==> src/rtl/abs_diff_err_sweep.sv <==
`default_nettype none
// ============================================================================
//  Module   : abs_diff_err_sweep
//  Purpose  : Exhaustively sweeps the 16 input vectors of a 2-bit absolute-
//             difference approximate circuit, compares each response against
//             the exact |A-B| and accumulates error statistics
//             (sum, maximum, count above threshold ET).
//  Option   : ABS_DIFF_SWEEP_FIRSTFAIL_EN adds fail_valid/fail_vec, which
//             capture the first vector of a sweep whose error exceeds ET.
//  Revision : 1.0  initial release
// ============================================================================
module abs_diff_err_sweep #(
  parameter int ET = 3
) (
  input  logic       clk,
  input  logic       rst,
  input  logic       start,
  output logic [3:0] drv_vec,
  input  logic [1:0] approx_out,
  output logic       busy,
  output logic       done,
  output logic [5:0] err_sum,
  output logic [1:0] max_err,
  output logic [4:0] fail_cnt,
  output logic       pass
`ifdef ABS_DIFF_SWEEP_FIRSTFAIL_EN
  ,
  output logic       fail_valid,
  output logic [3:0] fail_vec
`endif
);

  localparam logic [1:0] S_IDLE  = 2'd0;
  localparam logic [1:0] S_RUN   = 2'd1;
  localparam logic [1:0] S_DRAIN = 2'd2;
  localparam logic [1:0] S_DONE  = 2'd3;

  localparam logic [1:0] ET_LIM   = ET[1:0];
  localparam logic [3:0] LAST_VEC = 4'd15;

  logic [1:0] state;
  logic [1:0] state_nxt;

  // Compare stage: one vector and its response, scored on the following edge
  logic       cmp_valid;
  logic [3:0] cmp_vec;
  logic [1:0] cmp_approx;

  logic       start_ok;
  logic [1:0] op_a;
  logic [1:0] op_b;
  logic [1:0] exact;
  logic [1:0] err;
  logic       is_fail;

  // A start is only honoured while no sweep is in progress
  assign start_ok = start && ((state == S_IDLE) || (state == S_DONE));

  // Score the compare-stage vector: exact = |A-B|, err = |exact - approx|
  always_comb begin
    op_a    = cmp_vec[1:0];
    op_b    = cmp_vec[3:2];
    exact   = (op_a >= op_b) ? (op_a - op_b) : (op_b - op_a);
    err     = (exact >= cmp_approx) ? (exact - cmp_approx) : (cmp_approx - exact);
    is_fail = (err > ET_LIM);
  end

  // State register
  always_ff @(posedge clk or posedge rst) begin
    if (rst) begin
      state <= S_IDLE;
    end else begin
      state <= state_nxt;
    end
  end

  // Next-state logic: RUN covers 16 edges, DRAIN scores the last vector
  always_comb begin
    state_nxt = state;
    case (state)
      S_IDLE:  if (start_ok) state_nxt = S_RUN;
      S_RUN:   if (drv_vec == LAST_VEC) state_nxt = S_DRAIN;
      S_DRAIN: state_nxt = S_DONE;
      S_DONE:  if (start_ok) state_nxt = S_RUN;
      default: state_nxt = S_IDLE;
    endcase
  end

  // Status outputs decoded from the current state
  always_comb begin
    busy = 1'b0;
    done = 1'b0;
    case (state)
      S_RUN,
      S_DRAIN: busy = 1'b1;
      S_DONE:  done = 1'b1;
      default: ;
    endcase
  end

  assign pass = done && (fail_cnt == 5'd0);

  // Vector generator, compare stage and accumulators
  always_ff @(posedge clk or posedge rst) begin
    if (rst) begin
      drv_vec    <= 4'd0;
      cmp_valid  <= 1'b0;
      cmp_vec    <= 4'd0;
      cmp_approx <= 2'd0;
      err_sum    <= 6'd0;
      max_err    <= 2'd0;
      fail_cnt   <= 5'd0;
    end else if (start_ok) begin
      drv_vec    <= 4'd0;
      cmp_valid  <= 1'b0;
      err_sum    <= 6'd0;
      max_err    <= 2'd0;
      fail_cnt   <= 5'd0;
    end else begin
      if (state == S_RUN) begin
        cmp_valid  <= 1'b1;
        cmp_vec    <= drv_vec;
        cmp_approx <= approx_out;
        drv_vec    <= drv_vec + 4'd1;
      end else begin
        cmp_valid  <= 1'b0;
      end
      if (cmp_valid) begin
        err_sum <= err_sum + {4'b0000, err};
        if (err > max_err) max_err <= err;
        if (is_fail) fail_cnt <= fail_cnt + 5'd1;
      end
    end
  end

`ifdef ABS_DIFF_SWEEP_FIRSTFAIL_EN
  // First failing vector of the sweep; later failures leave it untouched
  always_ff @(posedge clk or posedge rst) begin
    if (rst) begin
      fail_valid <= 1'b0;
      fail_vec   <= 4'd0;
    end else if (start_ok) begin
      fail_valid <= 1'b0;
      fail_vec   <= 4'd0;
    end else if (cmp_valid && is_fail && !fail_valid) begin
      fail_valid <= 1'b1;
      fail_vec   <= cmp_vec;
    end
  end
`endif

endmodule
`default_nettype wire

==> config.mk <==
export PLATFORM = sky130hd
export DESIGN_NAME = abs_diff_err_sweep
export DESIGN_NICKNAME = d
export VERILOG_FILES = /design/src/rtl/abs_diff_err_sweep.sv
export SDC_FILE = /design/constraint.sdc
export NUM_CORES = 1
export LEC_CHECK = 0
export ABC_AREA = 1
export ABC_CLOCK_PERIOD_IN_PS = 8450
export CAP_MARGIN = 0
export CORE_MARGIN = 2
export CORE_UTILIZATION = 56
export CTS_CLUSTER_SIZE = 24
export DETAILED_ROUTE_END_ITERATION = 7
export PLACE_DENSITY = 0.87
export SLEW_MARGIN = 20
export SYNTH_ARGS = -nofsm -noshare
export SYNTH_HDL_FRONTEND = slang
export SYNTH_SLANG_ARGS = --single-unit
==> constraint.sdc <==
create_clock -name clk -period 8.45 [get_ports clk]
set_input_delay 2.535 -clock clk [delete_from_list [all_inputs] [get_ports clk]]
set_output_delay 2.535 -clock clk [all_outputs]
set_load 0.01 [all_outputs]
==> results of run 1 <==
-- power groups by stage --
stage	clock (mW)	combinational, mW	sequential [mW]
2_1_floorplan	0	0.339	0.198
3_3_place_gp	0	0.442	0.197
3_5_place_dp	0	0.475	0.200
4_1_cts	0.0639	0.479	0.198
5_1_grt	0.0676	0.543	0.203
6_report	0.0629	0.472	0.199
-- kinds of logic (layout without fill, tap and decap cells) --
group / count (synthesis) / in the layout / synth area share (%)
AOI/OAI and AO/OA: 26 / 26 / 10.2
xor gates and xnor gates: 1 / 1 / 0.597
adders and majority gates: 18 / 18 / 16.9
buffers and inverters: 37 / 62 / 10.3
DFF: 26 / 26 / 44.4
and+or+nand+nor: 62 / 62 / 17.6
-- synthesized netlist by cell type (all sizes together) --
cell type	number	share of area [%]
inv	34	8.9
a31oi	1	0.43
xnor2	1	0.60
nor2	15	3.8
nand4	1	0.43
buf	3	1.5
fa	3	4.1
dfrtp	26	44
ha	15	13
o31ai	1	0.51
nand2	38	10
nor3	2	1.0
nand3	5	1.7
a21oi	9	3.8
a21boi	1	0.51
a211oi	1	0.51
and3	1	0.51
o21ai	13	4.4
-- layout make-up --
| cell class | instances | area, sq um | share of cell area, % |
|---|---|---|---|
| Inverter | 34 | 130 | 7.40 |
| Clock buffer | 4 | 36.3 | 2.06 |
| Multi-Input combinational cell | 107 | 664 | 37.8 |
| Timing Repair Buffer | 24 | 240 | 13.7 |
| Tap cell | 30 | 37.5 | 2.13 |
| Sequential cell | 26 | 651 | 37.0 |
-- metal layers --
metal	GRT usage (%)	vias up	part of all wire, %
met5	0	-	0
met4	8.94	0	1.5
met2	39.9	30	54
met3	2.69	5	3.8
li1	-	579	-
met1	24.1	542	40
-- worst max-delay path, cell delays in order (launching register included) --
cell and delay [ps]:
dfrtp_1 440, ha_1 340, inv_1 80, clkdlybuf4s50_1 540
-- path summary, 6_finish.rpt --
check | start | endpoint | slack (ps) | cells past startpoint
worst min register to register | fail_cnt[1] | fail_cnt[1] | 530 | 2
worst max register to register | cmp_vec[0] | max_err[1] | 5270 | 15
min in group asynchronous | rst | drv_vec[1] | 2710 | 2
max in group asynchronous | rst | cmp_valid | 5150 | 2
worst min-delay path | fail_cnt[1] | fail_cnt[1] | 530 | 2
worst max-delay path | state[0] | busy | 4180 | 3
-- per-stage QoR --
stage / setup slack [ps] / hold slack, ps / utilization [%] / cells
detailed placement: 4560 / 508 / 69.5 / 221
floorplan: 5070 / 478 / - / 170
finish: 4180 / 527 / 71.0 / 225
global route: 4080 / 543 / 71.0 / 225
global placement: 4590 / 499 / 69.5 / 221
CTS: 4170 / 531 / 71.0 / 225
-- registers in the layout (all words and copies together) (netlist names) --
register	flops
cmp_approx	2
cmp_vec	4
max_err	2
err_sum	6
cmp_valid	1
state	2
fail_cnt	5
drv_vec	4
==> flow_metrics.tcl, run 1 <==
set metrics [dict create \
    status "complete, no violations" \
    die_width_microns 55.2 \
    synth_warnings 0 \
    globalRoute.totalOverflow 0 \
    power_mw 0.733 \
    drc_errors 0 \
    first_pass_iters 4 \
    cts_inserted_buffers 3 \
    placed_area_sq_um 1720 \
    io_pins 25 \
    fillers 194 \
    grt_pass1_wl_microns 4480 \
    drt_wl_total_microns 2810 \
    comb_power_share_pct 64.3 \
    worstSetupPathType "reg2out" \
    fin_crit_ps 4270 \
    final_common_cell "nand2_1" \
    worstSetupEndpointType "output pin" \
    critPathMaxFanout 4 \
    p_sw_mw 0.351 \
    drt_iter0_drc 24 \
    cts_root_buf "clkbuf_4" \
    fin_area_sq_um 1760 \
    hold_path.class "reg2reg" \
    p_per_area_nw_per_um2 417 \
    maxCapViolations 0 \
    gp_congestion 0.765 \
    min_period_over_period_pct 50.5 \
    swShare_pct 47.8 \
    leakage_nw 0.873 \
    synthToLayoutAreaGrowth_pct 20.0 \
    cts_tree "built" \
    p_int_mw 0.383 \
    grt_max_degree 27 \
    initial_core_util_pct 59.2 \
    die_h_microns 55.2 \
    ys_seq_area_share_pct 44.4 \
    syn_nets 193 \
    rsz0062_at_grt "no" \
    hold_buffers 0 \
    worst_pin_slew_ps 963 \
    max_freq_mhz 234 \
    grt_pass1_vias 1060 \
    synth_area_sq_um 1470 \
    syn_avg_cell_area_sq_um 8.63 \
    viasPerCell 5.14 \
    vias 1156 \
    core.rowCount 18 \
    dpl.hpwl_microns 2140 \
    power.clock.fraction_pct 8.6 \
    htreeDepth 1 \
    ir_drop_mv 0.312 \
    grt_use_total_pct 21.3 \
    drive_gt1_share_pct 5.64 \
    clkLatencyLatePin_ps 330 \
    syn_inst 170 \
    fin_skew_ps 11.0 \
    yosysUniqueCellTypes 25 \
    cts_resized 0 \
    setup_viol 0 \
    startpoint_type "register" \
    antenna_left 0 \
    required_ps 5920 \
    portBuffers 24 \
    hold_viol 0 \
    antenna_found_initial 0 \
    final_nets 219 \
    antennaDiodeCount 0 \
    final-max-slew-violation-count 0 \
    p_seq_share_pct 27.1 \
    ys_ff_latch 26 \
    dieArea_sq_um 3040 \
    wl_per_cell_microns 12.5 \
    cp.arrival_ps 1740 \
    cts_sinks 26 \
    setup_tns_ps 0 \
    post-cts-setup-buffer-count 0 \
    cts_buffer_depth 2 \
    clkTransAtPathRegs_ps 140 \
    core_area_sq_um 2480 \
    relSlewSlack_pct 35.7 \
    final_cell_mix "nand2_1 (36), inv_1 (32), dfrtp_1 (26)" \
]
No activity file was read; power rests on OpenSTA's default activity.
==> inputs of run 2 (changes only) <==
--- a/config.mk
+++ b/config.mk
@@ -6,13 +6,13 @@
 export NUM_CORES = 1
 export LEC_CHECK = 0
 export ABC_AREA = 1
-export ABC_CLOCK_PERIOD_IN_PS = 8450
+export ABC_CLOCK_PERIOD_IN_PS = 3700
 export CAP_MARGIN = 0
 export CORE_MARGIN = 2
-export CORE_UTILIZATION = 56
+export CORE_UTILIZATION = 47
 export CTS_CLUSTER_SIZE = 24
 export DETAILED_ROUTE_END_ITERATION = 7
-export PLACE_DENSITY = 0.87
+export PLACE_DENSITY = 0.78
 export SLEW_MARGIN = 20
 export SYNTH_ARGS = -nofsm -noshare
 export SYNTH_HDL_FRONTEND = slang
==> constraint.sdc (replaced) <==
create_clock -name clk -period 3.7 [get_ports clk]
set_input_delay 1.11 -clock clk [delete_from_list [all_inputs] [get_ports clk]]
set_output_delay 1.11 -clock clk [all_outputs]
set_load 0.01 [all_outputs]
==> flow_metrics.tcl, run 2 (same netlist as run 1, synthesis figures left out) <==
set metrics [dict create \
    status "complete, no violations" \
    grt_use_total_pct 16.7 \
    fin_crit_ps 3170 \
    startpoint_type "register" \
    p_int_mw 0.913 \
    r2r_setup_slack_ps 530 \
    relSlewSlack_pct 38.8 \
    gp_congestion 0.820 \
    globalRoute.totalOverflow 0 \
    hold_buffers 0 \
    final_nets 219 \
    p_sw_mw 0.792 \
    antenna_found_initial 0 \
    cts_tree "built" \
    hold_depth 2 \
    grt_max_degree 27 \
    max_freq_mhz 316 \
    drive_gt1_share_pct 5.64 \
    antenna_left 0 \
    reg2reg_depth 16 \
    fin_util_pct 59.3 \
    setup_tns_ps 0 \
    die_width_microns 59.9 \
    core_area_sq_um 3000 \
    dieArea_sq_um 3580 \
    leakage_nw 0.876 \
    cp_cell_sequence "inv_1, ha_1, fa_1, a21boi_0, o21ai_0, fa_1, inv_1, nand2_1, nand2_1, inv_1, ha_1, nand2_1, nand2_1, nand2_2, nand2_1, a21oi_1" \
    grt_pass1_vias 1127 \
    comb_power_share_pct 62.0 \
    fin_skew_ps 9.52 \
    worstSetupPathType "reg2reg" \
    setup_viol 0 \
    worst_pin_slew_ps 912 \
    final_common_cell "nand2_1" \
    drt_wl_total_microns 2670 \
    grt.met2_usage_pct 30.9 \
    clkLatencyLatePin_ps 330 \
    io_pins 25 \
    post-cts-setup-buffer-count 0 \
    drc_errors 0 \
    required_ps 3940 \
    instances_no_fill 228 \
    hold_viol 0 \
    cts_buffer_depth 2 \
    hold_start "fail_cnt[2]" \
    largest_register_ffs 6 \
    busiest_layer "met2" \
    rsz0062_at_grt "no" \
    portBuffers 24 \
    cts_sinks 26 \
    synthToLayoutAreaGrowth_pct 21.3 \
    maxCapViolations 0 \
    core.rowCount 20 \
    power_mw 1.71 \
    antennaDiodeCount 0 \
    reg_top3 "err_sum (6), fail_cnt (5)" \
    reg2reg_to "max_err[0]" \
    hold_path.class "reg2reg" \
    cpPeakStageDelay_ps 470 \
    power.clock.fraction_pct 11.6 \
    cp.arrival_ps 3410 \
    dp.cells 224 \
    reg2reg_from "cmp_vec[0]" \
    min_to "fail_cnt[2]" \
    met1_usage_pct 17.9 \
    crit_slowest_cell "fa_1" \
    top_register "err_sum" \
    viasPerCell 5.03 \
    swShare_pct 46.5 \
    htreeDepth 1 \
    clkTransAtPathRegs_ps 150 \
    grtUsageMet3_pct 1.95 \
    cts_resized 0 \
    grt_pass1_wl_microns 4490 \
    cts_root_buf "clkbuf_4" \
    crit_top_cell "nand2_1" \
    dpl.hpwl_microns 2060 \
    wl_per_cell_microns 11.7 \
    p_seq_share_pct 26.4 \
    ir_drop_mv 0.432 \
    final-max-slew-violation-count 0 \
    cts_inserted_buffers 3 \
    die_h_microns 59.9 \
    vias 1146 \
    drt_iter0_drc 27 \
    final_cell_mix "nand2_1 (36), inv_1 (31), dfrtp_1 (26)" \
    hold_slack_ps 530 \
    p_per_area_nw_per_um2 959 \
    critPathMaxFanout 3 \
    initial_core_util_pct 48.8 \
    first_pass_iters 4 \
    worstSetupEndpointType "register" \
    min_period_over_period_pct 85.6 \
]
run 2: power by group through the flow:
stage | Combinational, mW | Clock [mW] | Sequential [mW]
2_1_floorplan | 0.774 | 0 | 0.452
3_3_place_gp | 1.01 | 0 | 0.450
3_5_place_dp | 1.06 | 0 | 0.457
4_1_cts | 1.07 | 0.206 | 0.450
5_1_grt | 1.22 | 0.213 | 0.464
6_report | 1.06 | 0.198 | 0.450
run 2: layout make-up:
| type | instances | area (sq um) |
|---|---|---|
| fill | 258 | 1220 |
| multi-input combinational | 107 | 664 |
| sequential | 26 | 651 |
| timing repair buffer | 24 | 240 |
| inverter | 34 | 130 |
| tap | 33 | 41.3 |
| clock inverter | 1 | 30.0 |
| clock buffer | 3 | 22.5 |
run 2: how the worst max path moves through the flow:
stage | slack [ps] | endpoint | cells past startpoint | from
floorplan | 860 | max_err[1] | 15 | cmp_vec[0]
global placement | 780 | max_err[1] | 15 | cmp_vec[0]
detailed placement | 570 | max_err[0] | 16 | cmp_vec[0]
CTS | 540 | max_err[0] | 16 | cmp_vec[0]
global route | 310 | max_err[0] | 16 | cmp_vec[0]
finish | 530 | max_err[0] | 16 | cmp_vec[0]
run 2: per-layer routing:
layer	vias to the layer above	share of wire (%)
li1	581	-
met1	532	44
met2	25	51
met3	8	2.1
met4	0	3.3
met5	-	0
run 2: metrics by stage:
stage	worst slack (ps)	cell area, sq um
after floorplan	855	1470
after global placement	783	1730
after detailed placement	570	1730
after CTS	541	1780
after global routing	306	1780
final	532	1780
run 2: worst max-delay path, delay by kind of cell (launching register included):
family                   cells  cell delay (ps)
AND/OR/NAND/NOR              6              520
buffers and inverters        3              200
adder cells (fa/ha/maj)      4             1350
AO/OA/AOI/OAI                3              640
flip-flops                   1              380
==> inputs of run 3 (changes only) <==
--- a/config.mk
+++ b/config.mk
@@ -12,7 +12,7 @@
 export CORE_UTILIZATION = 47
 export CTS_CLUSTER_SIZE = 24
 export DETAILED_ROUTE_END_ITERATION = 7
-export PLACE_DENSITY = 0.78
+export PLACE_DENSITY_LB_ADDON = 0.08
 export SLEW_MARGIN = 20
 export SYNTH_ARGS = -nofsm -noshare
 export SYNTH_HDL_FRONTEND = slang
==> flow_metrics.tcl, run 3 (same netlist as run 1, synthesis figures left out) <==
set metrics [dict create \
    core.rowCount 20 \
    final_nets 220 \
    antennaDiodeCount 0 \
    p_seq_share_pct 27.0 \
    power_mw 1.66 \
    vias 1135 \
    portBuffers 24 \
    drt_wl_total_microns 2560 \
    crit_start "cmp_vec[0]" \
    reg_top3 "err_sum (6), fail_cnt (5)" \
    cts_sinks 26 \
    antenna_found_initial 0 \
    r2r_setup_slack_ps 630 \
    wl_per_cell_microns 11.2 \
    cts_tree "built" \
    cts_resized 0 \
    dpl.hpwl_microns 1990 \
    hold_slack_ps 529 \
    top_register "err_sum" \
    cp.depth 16 \
    cp.buffers_inverters 3 \
    dieArea_sq_um 3580 \
    critPathMaxFanout 3 \
    cts_root_buf "clkbuf_4" \
    power.clock.fraction_pct 8.8 \
    clkTransAtPathRegs_ps 150 \
    max_freq_mhz 325 \
    p_per_area_nw_per_um2 935 \
    cp.arrival_ps 3310 \
    synthToLayoutAreaGrowth_pct 20.7 \
    required_ps 3940 \
    grt_max_degree 27 \
    drt_iter0_drc 45 \
    die_width_microns 59.9 \
    maxCapViolations 0 \
    clkLatencyLatePin_ps 320 \
    grt_use_total_pct 17.1 \
    status "complete, no violations" \
    die_h_microns 59.9 \
    first_pass_iters 4 \
    crit_slowest_cell "fa_1" \
    min_to "fail_cnt[2]" \
    p_sw_mw 0.787 \
    viasPerCell 4.96 \
    hold_viol 0 \
    grt_pass1_vias 1136 \
    cpPeakStageDelay_ps 470 \
    worstSetupPathType "reg2reg" \
    gp_congestion 0.851 \
    cp_cell_sequence "inv_1, ha_1, fa_1, a21boi_0, o21ai_0, fa_1, inv_1, nand2_1, nand2_1, inv_1, ha_1, nand2_1, nand2_1, nand2_2, a21oi_1, nor2_1" \
    globalRoute.totalOverflow 0 \
    hold_path.class "reg2reg" \
    worst_pin_slew_ps 545 \
    reg2reg_from "cmp_vec[0]" \
    critPathTopFamily "adder cells" \
    fin_util_pct 59.0 \
    leakage_nw 0.878 \
    post-cts-setup-buffer-count 0 \
    largest_register_ffs 6 \
    hold_start "fail_cnt[2]" \
    final-max-slew-violation-count 0 \
    setup_tns_ps 0 \
    worstSetupEndpointType "register" \
    comb_power_share_pct 64.2 \
    hold_depth 2 \
    htreeDepth 1 \
    antenna_left 0 \
    io_pins 25 \
    core_area_sq_um 3000 \
    drc_errors 0 \
    grt_pass1_wl_microns 4690 \
    hold_buffers 0 \
    crit_top_cell "nand2_1" \
    swShare_pct 47.5 \
    reg2reg_depth 16 \
    drive_gt1_share_pct 6.12 \
    relSlewSlack_pct 63.7 \
    fin_crit_ps 3070 \
    setup_viol 0 \
    startpoint_type "register" \
    cts_buffer_depth 2 \
    final_cell_mix "nand2_1 (36), inv_1 (32), dfrtp_1 (26)" \
    initial_core_util_pct 48.8 \
    min_period_over_period_pct 83.1 \
    p_int_mw 0.869 \
    ir_drop_mv 0.575 \
    rsz0062_at_grt "no" \
    reg2reg_to "max_err[1]" \
    final_common_cell "nand2_1" \
    fin_skew_ps 8.96 \
    cts_inserted_buffers 3 \
]
run 3: worst max-delay path by stage:
stage | end | slack (ps)
5_1_grt | max_err[1] | 340
3_5_place_dp | max_err[1] | 630
4_1_cts | max_err[1] | 620
2_1_floorplan | max_err[1] | 860
6_report | max_err[1] | 630
3_3_place_gp | max_err[1] | 760
run 3: worst min-delay path: cells and delay by family (launching register included):
kind	cells	cell delay (ps)
simple gates	1	40
buf+inv	1	70
flops	1	400
run 3: routing by layer:
| layer | vias up | track usage (%) | share of wire, % |
|---|---|---|---|
| li1 | 577 | - | - |
| met4 | 0 | 9.21 | 1.9 |
| met5 | - | 0 | 0 |
| met3 | 6 | 2.16 | 2.6 |
| met2 | 16 | 28.1 | 51 |
| met1 | 536 | 21.7 | 45 |
run 3: area by class of cell:
type                    instances  area [sq um]
well taps                      33          41.3
repair buffers                 25           248
inverters                      34           130
clock buffers                   4          36.3
multi-input cells             107           664
fillers                       282          1230
flip-flops and latches         26           651
run 3: power by group through the flow:
stage	clock, mW	sequential, mW	combinational [mW]
after floorplan	0	0.452	0.774
after global placement	0	0.452	1.01
after detailed placement	0	0.454	1.07
after CTS	0.153	0.448	1.07
after global routing	0.162	0.465	1.26
final	0.146	0.447	1.06
run 3: per-stage QoR:
stage | instance area, sq um | worst slack [ps] | cells
after detailed placement | 1730 | 631 | 225
after global placement | 1730 | 765 | 225
after floorplan | 1470 | 855 | 170
after global routing | 1770 | 339 | 229
after CTS | 1770 | 615 | 229
final | 1770 | 626 | 229
